==> src/rtl/cpu_dbg_pkg.sv <==
// Purpose: shared types and constants for the end-of-run register dump streamer.
// Latency: n/a (types, constants and a header-packing helper only).
// Backpressure: n/a.
package cpu_dbg_pkg;

  typedef enum logic [2:0] {
    ST_IDLE = 3'd0,
    ST_RUN  = 3'd1,
    ST_SEL  = 3'd2,
    ST_SEND = 3'd3,
    ST_DONE = 3'd4
  } state_t;

  localparam int FRAME_WORDS = 34;
  localparam int HDR_WORDS   = 2;

  localparam logic [1:0] RSN_NONE  = 2'b00;
  localparam logic [1:0] RSN_LIMIT = 2'b01;
  localparam logic [1:0] RSN_STALL = 2'b10;
  localparam logic [1:0] RSN_BOTH  = 2'b11;

  // Header word layout: stop reason in the top two bits, cycle count in the low half.
  localparam int HDR_RSN_LSB = 30;
  localparam int HDR_RSN_W   = 2;
  localparam int HDR_CNT_LSB = 0;
  localparam int HDR_CNT_W   = 16;

  function automatic logic [31:0] build_hdr(input logic [1:0] rsn, input logic [15:0] cnt);
    logic [31:0] w;
    w = '0;
    w[HDR_RSN_LSB +: HDR_RSN_W] = rsn;
    w[HDR_CNT_LSB +: HDR_CNT_W] = cnt;
    return w;
  endfunction

endpackage

==> src/rtl/pc_stall_detector.sv <==
// Purpose: flags a halted CPU once the PC has stayed unchanged for STALL_LIMIT consecutive cycles.
// Latency: stall is combinational from pc and the registered last_pc/stall_cnt.
// Backpressure: none; clr reloads last_pc from pc and zeroes the count.
module pc_stall_detector #(
  parameter int STALL_LIMIT = 8
) (
  input  logic        clk,
  input  logic        rst,
  input  logic        clr,
  input  logic        run,
  input  logic [31:0] pc,
  output logic        stall
);

  localparam int CW = $clog2(STALL_LIMIT);
  localparam logic [CW-1:0] CNT_MAX = CW'(STALL_LIMIT - 1);

  logic [31:0]   last_pc;
  logic [CW-1:0] stall_cnt;
  logic          same_pc;

  assign same_pc = (pc == last_pc);
  // The current unchanged cycle is the final one of the run of STALL_LIMIT.
  assign stall   = run && same_pc && (stall_cnt == CNT_MAX);

  // Track the last distinct PC and how many cycles it has been repeated.
  always_ff @(posedge clk) begin
    if (rst) begin
      last_pc   <= '0;
      stall_cnt <= '0;
    end else if (clr) begin
      last_pc   <= pc;
      stall_cnt <= '0;
    end else if (run) begin
      if (!same_pc) begin
        last_pc   <= pc;
        stall_cnt <= '0;
      end else if (stall_cnt != CNT_MAX) begin
        stall_cnt <= stall_cnt + 1'b1;
      end
    end
  end

endmodule

==> src/rtl/reg_dump_streamer.sv <==
// Purpose: detects end of program run, then streams a 34-word frame (header, PC, x0..x31).
// Latency: first word valid 2 cycles after the stop cycle; 1 word per 2 cycles at full ready.
// Backpressure: m_valid/m_data/m_last held until m_ready; m_valid never depends on m_ready.
module reg_dump_streamer
  import cpu_dbg_pkg::*;
#(
  parameter int CYCLE_LIMIT = 100,
  parameter int STALL_LIMIT = 8,
  parameter int NREGS       = 32
) (
  input  logic        clk,
  input  logic        rst,
  input  logic        en,
  input  logic [31:0] pc,
  output logic [4:0]  reg_sel,
  input  logic [31:0] reg_data,
  output logic        m_valid,
  input  logic        m_ready,
  output logic [31:0] m_data,
  output logic        m_last,
  output logic        done,
  output logic [1:0]  stop_rsn
);

  localparam int LAST_WORD = HDR_WORDS + NREGS - 1;

  state_t      state, state_nxt;
  logic [15:0] cyc_cnt;
  logic [15:0] cyc_inc;
  logic [15:0] final_cnt;
  logic [31:0] final_pc;
  logic [5:0]  idx;
  logic [5:0]  idx_inc;
  logic [4:0]  sel_nxt;
  logic [31:0] word_dat;
  logic        stall;
  logic        limit_hit;
  logic        stop_hit;
  logic        accept;
  logic        det_clr;
  logic        det_run;

  assign det_clr   = (state == ST_IDLE);
  assign det_run   = (state == ST_RUN) && en;
  assign cyc_inc   = (cyc_cnt == 16'hFFFF) ? cyc_cnt : cyc_cnt + 16'd1;
  assign limit_hit = (cyc_cnt == 16'(CYCLE_LIMIT - 1));
  assign stop_hit  = det_run && (limit_hit || stall);
  assign accept    = (state == ST_SEND) && m_valid && m_ready;
  assign idx_inc   = idx + 6'd1;
  // Header words leave the regfile select parked at x0.
  assign sel_nxt   = (idx_inc >= 6'(HDR_WORDS)) ? 5'(idx_inc - 6'(HDR_WORDS)) : 5'd0;

  pc_stall_detector #(
    .STALL_LIMIT(STALL_LIMIT)
  ) u_stall (
    .clk  (clk),
    .rst  (rst),
    .clr  (det_clr),
    .run  (det_run),
    .pc   (pc),
    .stall(stall)
  );

  // State register.
  always_ff @(posedge clk) begin
    if (rst) state <= ST_IDLE;
    else     state <= state_nxt;
  end

  // Next-state decode; an en drop in RUN abandons the run without emitting anything.
  always_comb begin
    state_nxt = state;
    case (state)
      ST_IDLE: if (en) state_nxt = ST_RUN;
      ST_RUN: begin
        if (!en)          state_nxt = ST_IDLE;
        else if (stop_hit) state_nxt = ST_SEL;
      end
      ST_SEL:  state_nxt = ST_SEND;
      ST_SEND: begin
        if (accept) state_nxt = (idx == 6'(LAST_WORD)) ? ST_DONE : ST_SEL;
      end
      ST_DONE: state_nxt = ST_DONE;
      default: state_nxt = ST_IDLE;
    endcase
  end

  // Select the word to load: header, final PC, x0 forced to zero, else regfile data.
  always_comb begin
    word_dat = reg_data;
    if (idx == 6'd0)                word_dat = build_hdr(stop_rsn, final_cnt);
    else if (idx == 6'd1)           word_dat = final_pc;
    else if (idx == 6'(HDR_WORDS))  word_dat = '0;
  end

  // Run counters, stop capture, word index and the registered stream outputs.
  always_ff @(posedge clk) begin
    if (rst) begin
      cyc_cnt   <= '0;
      final_cnt <= '0;
      final_pc  <= '0;
      idx       <= '0;
      reg_sel   <= '0;
      m_valid   <= 1'b0;
      m_data    <= '0;
      m_last    <= 1'b0;
      done      <= 1'b0;
      stop_rsn  <= RSN_NONE;
    end else begin
      case (state)
        ST_IDLE: cyc_cnt <= '0;
        ST_RUN: begin
          if (!en) begin
            cyc_cnt <= '0;
          end else if (stop_hit) begin
            stop_rsn  <= (stall && limit_hit) ? RSN_BOTH :
                         stall                ? RSN_STALL : RSN_LIMIT;
            final_pc  <= pc;
            final_cnt <= cyc_inc;
            idx       <= '0;
            reg_sel   <= '0;
          end else begin
            cyc_cnt <= cyc_inc;
          end
        end
        ST_SEL: begin
          m_data  <= word_dat;
          m_last  <= (idx == 6'(LAST_WORD));
          m_valid <= 1'b1;
        end
        ST_SEND: begin
          if (accept) begin
            m_valid <= 1'b0;
            m_last  <= 1'b0;
            if (idx == 6'(LAST_WORD)) begin
              done <= 1'b1;
            end else begin
              idx     <= idx_inc;
              reg_sel <= sel_nxt;
            end
          end
        end
        default: ;
      endcase
    end
  end

endmodule

==> config.mk <==
export PLATFORM = sky130hd
export DESIGN_NAME = reg_dump_streamer
export DESIGN_NICKNAME = d
export VERILOG_FILES = /design/src/rtl/cpu_dbg_pkg.sv /design/src/rtl/pc_stall_detector.sv /design/src/rtl/reg_dump_streamer.sv
export SDC_FILE = /design/constraint.sdc
export NUM_CORES = 1
export LEC_CHECK = 0
export CAP_MARGIN = 10
export CORE_ASPECT_RATIO = 1.75
export CORE_MARGIN = 2
export CORE_UTILIZATION = 59
export DETAILED_ROUTE_END_ITERATION = 8
export GPL_TIMING_DRIVEN = 1
export HOLD_SLACK_MARGIN = 0.05
export PLACE_DENSITY = 0.93
export SLEW_MARGIN = 25
export SYNTH_ARGS = -nofsm -noshare
export SYNTH_HDL_FRONTEND = slang
export SYNTH_SLANG_ARGS = --single-unit
==> constraint.sdc <==
create_clock -name clk -period 4.4 [get_ports clk]
set_input_delay 0.66 -clock clk [delete_from_list [all_inputs] [get_ports clk]]
set_output_delay 0.66 -clock clk [all_outputs]
set_load 0.05 [all_outputs]
# Word-level counts from Yosys, hierarchy flattened
# Cells that the tools add are included.
totals:
  regBits: 150
  output_inout_bits: 42
  in_bits: 68
  wordCells: 96
op_classes:
  reduce_logical: 23
  magnitude_cmp: 1
  n_mux: 34
  n_addsub: 4
  eq_ne: 21
ops:
  columns: ["operator", "n"]
  rows:
  - ["2-to-1 mux 32 bit", 6]
  - ["2-to-1 mux 16 bit", 3]
  - ["== test 32 bit", 1]
  - ["one-hot mux 16 bit (2 select lines)", 1]
  - ["2-to-1 mux 5 bit", 5]
  - ["2-to-1 mux 6 bit", 4]
  - ["2-to-1 mux 3 bit", 7]
  - ["adder 16 x 1 -> 16 bit, second input constant", 1]
  - ["== test 16 bit, second input constant", 1]
  - ["== test 16 x 7 -> 1 bit, second input constant", 1]
  - ["one-hot mux 3 bit (5 select lines)", 1]
  - ["inequality test 2 bit, second input constant", 7]
  - ["one-hot mux 6 bit (2 select lines)", 1]
  - ["one-hot mux 5 bit (2 select lines)", 1]
  - ["inequality test 3 bit, second input constant", 3]
  - ["AND reduction 3 bit", 3]
  - ["AND reduction 2 bit", 4]
  - ["nonzero test 2 bit", 4]
  - ["logical AND 1 bit", 7]
  - ["adder 6 x 1 -> 6 bit, second input constant", 1]
  - ["== test 3 x 2 -> 1 bit, second input constant", 2]
  - ["== test 3 bit, second input constant", 2]
  - ["== test 6 x 1 -> 1 bit, second input constant", 1]
  - ["== test 6 x 2 -> 1 bit, second input constant", 1]
  - ["13 further kinds", 15]

# Longest topological paths before layout
logic_depth:
  ltp_word: 9
  ltp_mapped: 10
  depth_no_buf: 8

# Modules after synthesis
# From an unflattened synthesis, not the netlist that was laid out.
hier_totals:
  cells_unflattened: 1020
  hier_area_um2: 8114.0
by_module_without_submodules:
  columns: ["module", "area_per_inst_um2", "seq_area_each_um2", "cells_each", "n_inst"]
  rows:
  - ["reg_dump_streamer", 5416.4, 2302.2, 655, 1]
  - ["pc_stall_detector", 2697.6, 700.7, 365, 1]

# Worst setup path before layout
# OpenSTA, ideal clock, no wires.
synth_path:
  path_kind: "in2reg"
  startpoint: "input pc[13]"
  endpoint: "register reg_sel[0]"
  cell_stages: 7
  setup_ps: 121
  arrival_time_ps: 2236
  required_ps: 4279
  path_buffers: 1
  path_slack_ps: 2044
  path_cell_list: "xor2_1 -> nor4_1 -> nand4_1 -> or2_1 -> o21ai_2 -> buf_6 -> mux2_2"
synth_via:
  elab_chain_len: 7
synth_lines:
  columns: ["element", "line", "source"]
  rows:
  - ["start, declared", "reg_dump_streamer.sv:14", "input logic [31:0] pc,"]
  - ["== test 32 bit", "pc_stall_detector.sv:22", "assign same_pc = (pc == last_pc);"]
  - ["logical AND 1 bit (2 in a row)", "pc_stall_detector.sv:24", "assign stall = run && same_pc && (stall_cnt == CNT_MAX);"]
  - ["logical OR 1 bit", "reg_dump_streamer.sv:47", "assign stop_hit = det_run && (limit_hit || stall);"]
  - ["logical AND 1 bit", "reg_dump_streamer.sv:47", null]
  - ["inequality test 2 bit (no source line)", null, null]
  - ["AND reduction 5 bit (no source line)", null, null]
  - ["end signal, assigned", "reg_dump_streamer.sv:139", "reg_sel <= sel_nxt;"]
  - ["end, declared", "reg_dump_streamer.sv:15", "output logic [4:0] reg_sel,"]
# No other way between the ends.
# A chain may end at the register's enable or synchronous reset.

# Worst setup path after layout
layout_path:
  startpoint: "input pc[0]"
  endpoint: "register final_cnt[11]"
layout_via:
  elab_chain_len: 6
layout_lines:
  columns: ["element", "line", "source"]
  rows:
  - ["== test 32 bit", "pc_stall_detector.sv:22", null]
  - ["logical AND 1 bit (2 in a row)", "pc_stall_detector.sv:24", null]
  - ["logical OR 1 bit", "reg_dump_streamer.sv:47", null]
  - ["logical AND 1 bit", "reg_dump_streamer.sv:47", null]
  - ["AND reduction 3 bit (no source line)", null, null]
  - ["end signal, assigned", "reg_dump_streamer.sv:119", "final_cnt <= cyc_inc;"]
  - ["end, declared", "reg_dump_streamer.sv:30", "logic [15:0] final_cnt;"]
# No other way between the ends.

==> report_table.html <==
<table>
<tr><th>Metric</th><th>Value</th></tr>
<tr><th colspan="2">Clock network</th></tr>
<tr><td>Maximum clock insertion buffer count</td><td>2</td></tr>
<tr><td>Clock tree from TritonCTS</td><td>built</td></tr>
<tr><td>Count of instances resized after the clock tree is built</td><td>0</td></tr>
<tr><td>Number of setup buffers added after CTS</td><td>0</td></tr>
<tr><td>CTS clock-pin slew for the worst setup and hold paths</td><td>60 ps</td></tr>
<tr><td>Number of levels the H-tree was split into</td><td>4</td></tr>
<tr><td>Root cell of the clock tree</td><td>sky130_fd_sc_hd__clkbuf_16</td></tr>
<tr><td>Clock latency on the worst-skew pair</td><td>430 ps</td></tr>
<tr><td>Cts hold-fix bufs</td><td>0</td></tr>
<tr><td>Cts bufs inserted</td><td>17</td></tr>
<tr><td>Sink count of the clock tree</td><td>150</td></tr>
<tr><th colspan="2">Worst setup path</th></tr>
<tr><td>Worst Setup End Kind</td><td>register</td></tr>
<tr><td>Worst-path fanout max</td><td>28</td></tr>
<tr><td>Critical Path AT</td><td>3810 ps</td></tr>
<tr><td>Number of cells traversed by the worst register-to-register path</td><td>7</td></tr>
<tr><td>Critical path type</td><td>in -&gt; reg</td></tr>
<tr><td>Nature of the critical path startpoint</td><td>input port</td></tr>
<tr><td>Flop2flop setup slack</td><td>1410 ps</td></tr>
<tr><td>CP required</td><td>4770 ps</td></tr>
<tr><th colspan="2">Route</th></tr>
<tr><td>Top routing layer in use</td><td>met4</td></tr>
<tr><td>Routed metal-1 wire length</td><td>7.61 mm</td></tr>
<tr><td>Mean number of vias per cell</td><td>6.50</td></tr>
<tr><td>Post-DRT Antenna Nets</td><td>0</td></tr>
<tr><td>Routed Wire Length</td><td>22.6 mm</td></tr>
<tr><td>DRC Markers</td><td>0</td></tr>
<tr><td>Met3 wire length</td><td>1.58 mm</td></tr>
<tr><td>Drt pass-1 iters</td><td>8</td></tr>
<tr><td>Met2 WL</td><td>11.4 mm</td></tr>
<tr><td>Initial detailed-routing violation count</td><td>739</td></tr>
<tr><td>Count of vias placed by the detailed router</td><td>7103</td></tr>
<tr><td>Detailed-route wire length per cell</td><td>20.7 um</td></tr>
<tr><th colspan="2">STA</th></tr>
<tr><td>Top achievable clock speed</td><td>291 MHz</td></tr>
<tr><td>Minimum clock period after layout</td><td>3440 ps</td></tr>
<tr><td>Post-Route Setup TNS</td><td>0 ps</td></tr>
<tr><td>Post-route clock period utilization</td><td>78.2%</td></tr>
<tr><td>Number of endpoints failing setup at the final stage</td><td>0</td></tr>
<tr><td>Final worst clock skew</td><td>8.16 ps</td></tr>
<tr><td>Final hold violation count</td><td>0</td></tr>
<tr><td>Max-slew violations</td><td>0</td></tr>
<tr><td>Tightest slew margin relative to the limit</td><td>30.6%</td></tr>
<tr><td>Setup slack of the critical path after layout</td><td>961 ps</td></tr>
<tr><td>Slew at the pin with the worst max-slew slack</td><td>1040 ps</td></tr>
<tr><td>RSZ-0062 raised after global routing</td><td>false</td></tr>
<tr><th colspan="2">Yosys</th></tr>
<tr><td>Fraction of synthesized cell area taken by the top area cell type</td><td>40.6%</td></tr>
<tr><td>Gate count after technology mapping</td><td>842</td></tr>
<tr><td>Top cells by count, synth</td><td>150 x sky130_fd_sc_hd__dfxtp_1, 104 x sky130_fd_sc_hd__nand2_1, 74 x sky130_fd_sc_hd__nor2_1</td></tr>
<tr><td>Count of distinct cell types in the synthesized netlist</td><td>62</td></tr>
<tr><td>Number of enable-type register cells in the synthesized netlist</td><td>0</td></tr>
<tr><td>Synthesis warning total</td><td>0</td></tr>
<tr><td>Top cells by area in the synthesized netlist</td><td>sky130_fd_sc_hd__dfxtp_1 41%, sky130_fd_sc_hd__mux2i_1 5.8%, sky130_fd_sc_hd__nand2_1 5.3%</td></tr>
<tr><td>Flops &amp; latches, synth</td><td>150</td></tr>
<tr><td>Leading area contributor after synthesis</td><td>sky130_fd_sc_hd__dfxtp_1</td></tr>
<tr><td>Dominant synthesized flop cell</td><td>sky130_fd_sc_hd__dfxtp_1</td></tr>
<tr><td>Proportion of synthesized chip area in sequential cells</td><td>40.6%</td></tr>
<tr><td>Cell area after synthesis</td><td>0.00739 sq mm</td></tr>
<tr><td>FFs w/ async S/R, synth</td><td>0%</td></tr>
<tr><td>Number of nets produced by synthesis</td><td>919</td></tr>
<tr><td>Leading cell type by number of instances after synthesis</td><td>sky130_fd_sc_hd__dfxtp_1</td></tr>
<tr><td>Mean area per synthesized cell</td><td>8.78 sq um</td></tr>
<tr><th colspan="2">GRT</th></tr>
<tr><td>Largest net degree at the start of global routing</td><td>70</td></tr>
<tr><td>Wire length of the first global-routing pass</td><td>35.4 mm</td></tr>
<tr><td>Initial antenna violation count</td><td>0</td></tr>
<tr><td>Number of global-route vias before repair</td><td>6989</td></tr>
<tr><td>Overall Global Routing Usage</td><td>33.9%</td></tr>
<tr><td>Aggregate global routing overflow</td><td>0</td></tr>
<tr><th colspan="2">Min path</th></tr>
<tr><td>Number of cells on the worst hold path</td><td>2</td></tr>
<tr><td>Min-delay worst type</td><td>reg -&gt; reg</td></tr>
<tr><th colspan="2">Power and ir drop</th></tr>
<tr><td>Overall power consumption</td><td>3030 uW</td></tr>
<tr><td>Total leakage power</td><td>0.00339 uW</td></tr>
<tr><td>VDD IR max</td><td>0.338 mV</td></tr>
<tr><td>Power Density</td><td>336 mW/mm^2</td></tr>
<tr><th colspan="2">Placement</th></tr>
<tr><td>Routability congestion estimate from global placement</td><td>1.04</td></tr>
<tr><td>Instance count after placement with tap cells included</td><td>1060</td></tr>
<tr><td>DP Worst Slack</td><td>790 ps</td></tr>
<tr><td>Placed wire-length estimate after detailed placement</td><td>15.2 mm</td></tr>
<tr><td># port buffers</td><td>109</td></tr>
<tr><th colspan="2">Layout</th></tr>
<tr><td>Number of nets in the layout</td><td>988</td></tr>
<tr><td>Share of post-route cells with drive strength above 1</td><td>11.3%</td></tr>
<tr><td>Layout overhead on the synthesized area</td><td>21.9%</td></tr>
<tr><td>Area of the multi-input gates</td><td>0.00402 sq mm</td></tr>
<tr><td>Layout fillers</td><td>845</td></tr>
<tr><td>Diodes inserted</td><td>0</td></tr>
<tr><td>Utilization after layout</td><td>72.9%</td></tr>
<tr><td>FF+latch area</td><td>0.00300 sq mm</td></tr>
<tr><td>Filler-free cell count of the finished design</td><td>1092</td></tr>
<tr><th colspan="2">Run status</th></tr>
<tr><td>Status</td><td>finished clean</td></tr>
<tr><th colspan="2">Floorplan</th></tr>
<tr><td>Initial Util</td><td>59.8%</td></tr>
<tr><td>Die Outline Area</td><td>0.0135 sq mm</td></tr>
<tr><td>Core area</td><td>0.0124 sq mm</td></tr>
<tr><td>Floorplan die width</td><td>88.6 um</td></tr>
<tr><td>Rows</td><td>54</td></tr>
<tr><td>I/O pin total</td><td>110</td></tr>
<tr><td>Die height</td><td>152 um</td></tr>
<tr><th colspan="2">Run</th></tr>
<tr><td>Max capacitance violation total</td><td>0</td></tr>
</table>
-- logic make-up after synthesis --
kind of cell	synth area share, %
muxes	6.58
xor gates and xnor gates	5.45
buffers and inverters	5.31
adders and majority gates	1.52
DFF	40.6
and+or+nand+nor	17.7
AOI/OAI and AO/OA	22.8
-- where the power goes --
group / leakage, uW / switching [uW] / internal (uW)
logic: 0.00191 / 131 / 109
registers: 0.00122 / 20.7 / 1380
clock network: 0.000263 / 576 / 810
total: 0.00339 / 728 / 2300
-- state kept, by name, indices dropped and copies added, names as in the netlist --
name               cells
cyc_cnt               16
done                   1
final_cnt             16
final_pc              32
idx                    6
m_data                32
m_last                 1
m_valid                1
reg_sel                5
state                  3
stop_rsn               2
u_stall.last_pc       32
u_stall.stall_cnt      3
-- worst max-delay path, cell delays in order --
cell and delay [ps]:
sky130_fd_sc_hd__clkdlybuf4s50_1 480, sky130_fd_sc_hd__xor2_1 220, sky130_fd_sc_hd__nor4_1 420, sky130_fd_sc_hd__nand4_1 310
sky130_fd_sc_hd__or3_1 820, sky130_fd_sc_hd__buf_4 410, sky130_fd_sc_hd__a211oi_1 320, sky130_fd_sc_hd__a31o_2 140
-- final cells by class --
class	count	area share [%]
multi-input cells	611	44.6
flip-flops and latches	150	33.3
repair buffers	122	13.1
clock buffers	22	5.15
well taps	168	2.33
clock inverters	10	1.07
inverters	9	0.389
-- per-stage QoR --
step                hold slack [ps]  cell area, sq um
floorplan                       438              7390
global placement                448              8450
detailed placement              455              8450
CTS                             463              9010
global route                    486              9010
finish                          458              9010
-- final timing paths --
| path | startpoint | to |
|---|---|---|
| worst max-delay path | pc[0] | final_cnt[11]$_SDFFE_PP0P_ |
| worst min-delay path | final_cnt[6]$_SDFFE_PP0P_ | final_cnt[6]$_SDFFE_PP0P_ |
| worst max register to register | u_stall.last_pc[0]$_SDFFE_PP0P_ | final_cnt[11]$_SDFFE_PP0P_ |
| worst min register to register | final_cnt[6]$_SDFFE_PP0P_ | final_cnt[6]$_SDFFE_PP0P_ |
-- cells in the final DEF, fill, tap and decap left out, types with 4 or more instances in the layout --
master                            netlist  final
sky130_fd_sc_hd__dfxtp_1              150    150
sky130_fd_sc_hd__nand3_1               12     12
sky130_fd_sc_hd__mux2_2                 4      4
sky130_fd_sc_hd__nor2b_1                6      6
sky130_fd_sc_hd__nor3_1                24     24
sky130_fd_sc_hd__buf_4                  0     13
sky130_fd_sc_hd__nor2_1                74     73
sky130_fd_sc_hd__a21oi_1               66     66
sky130_fd_sc_hd__nand2_1              104    103
sky130_fd_sc_hd__a31o_1                12     12
sky130_fd_sc_hd__ha_1                   9      9
sky130_fd_sc_hd__or3_1                  8      8
sky130_fd_sc_hd__nor4_1                10      9
sky130_fd_sc_hd__nand2b_1               7      7
sky130_fd_sc_hd__o21ai_0               17     17
sky130_fd_sc_hd__mux2i_1               43     43
sky130_fd_sc_hd__a31oi_1                4      4
sky130_fd_sc_hd__a31o_2                35     35
sky130_fd_sc_hd__a22oi_1               15     15
sky130_fd_sc_hd__and2_1                 4      4
sky130_fd_sc_hd__a222oi_1              18     18
sky130_fd_sc_hd__a211oi_1              13     13
sky130_fd_sc_hd__o211ai_1              10     10
sky130_fd_sc_hd__a22o_1                14     14
sky130_fd_sc_hd__and3_1                 4      4
sky130_fd_sc_hd__clkinvlp_4             0      4
sky130_fd_sc_hd__xnor2_1               10     10
sky130_fd_sc_hd__xor2_1                36     36
sky130_fd_sc_hd__inv_1                  8      8
sky130_fd_sc_hd__clkbuf_16              0     17
sky130_fd_sc_hd__clkdlybuf4s50_1        0    108
sky130_fd_sc_hd__nand4_1               10     10
-- metal layers --
layer	vias up	GRT usage, %
met2	430	57.4
met3	135	6.68
met1	3330	36.6
met5	-	0
met4	0	23.5
li1	3208	-
(Power assumes the default switching activity.)
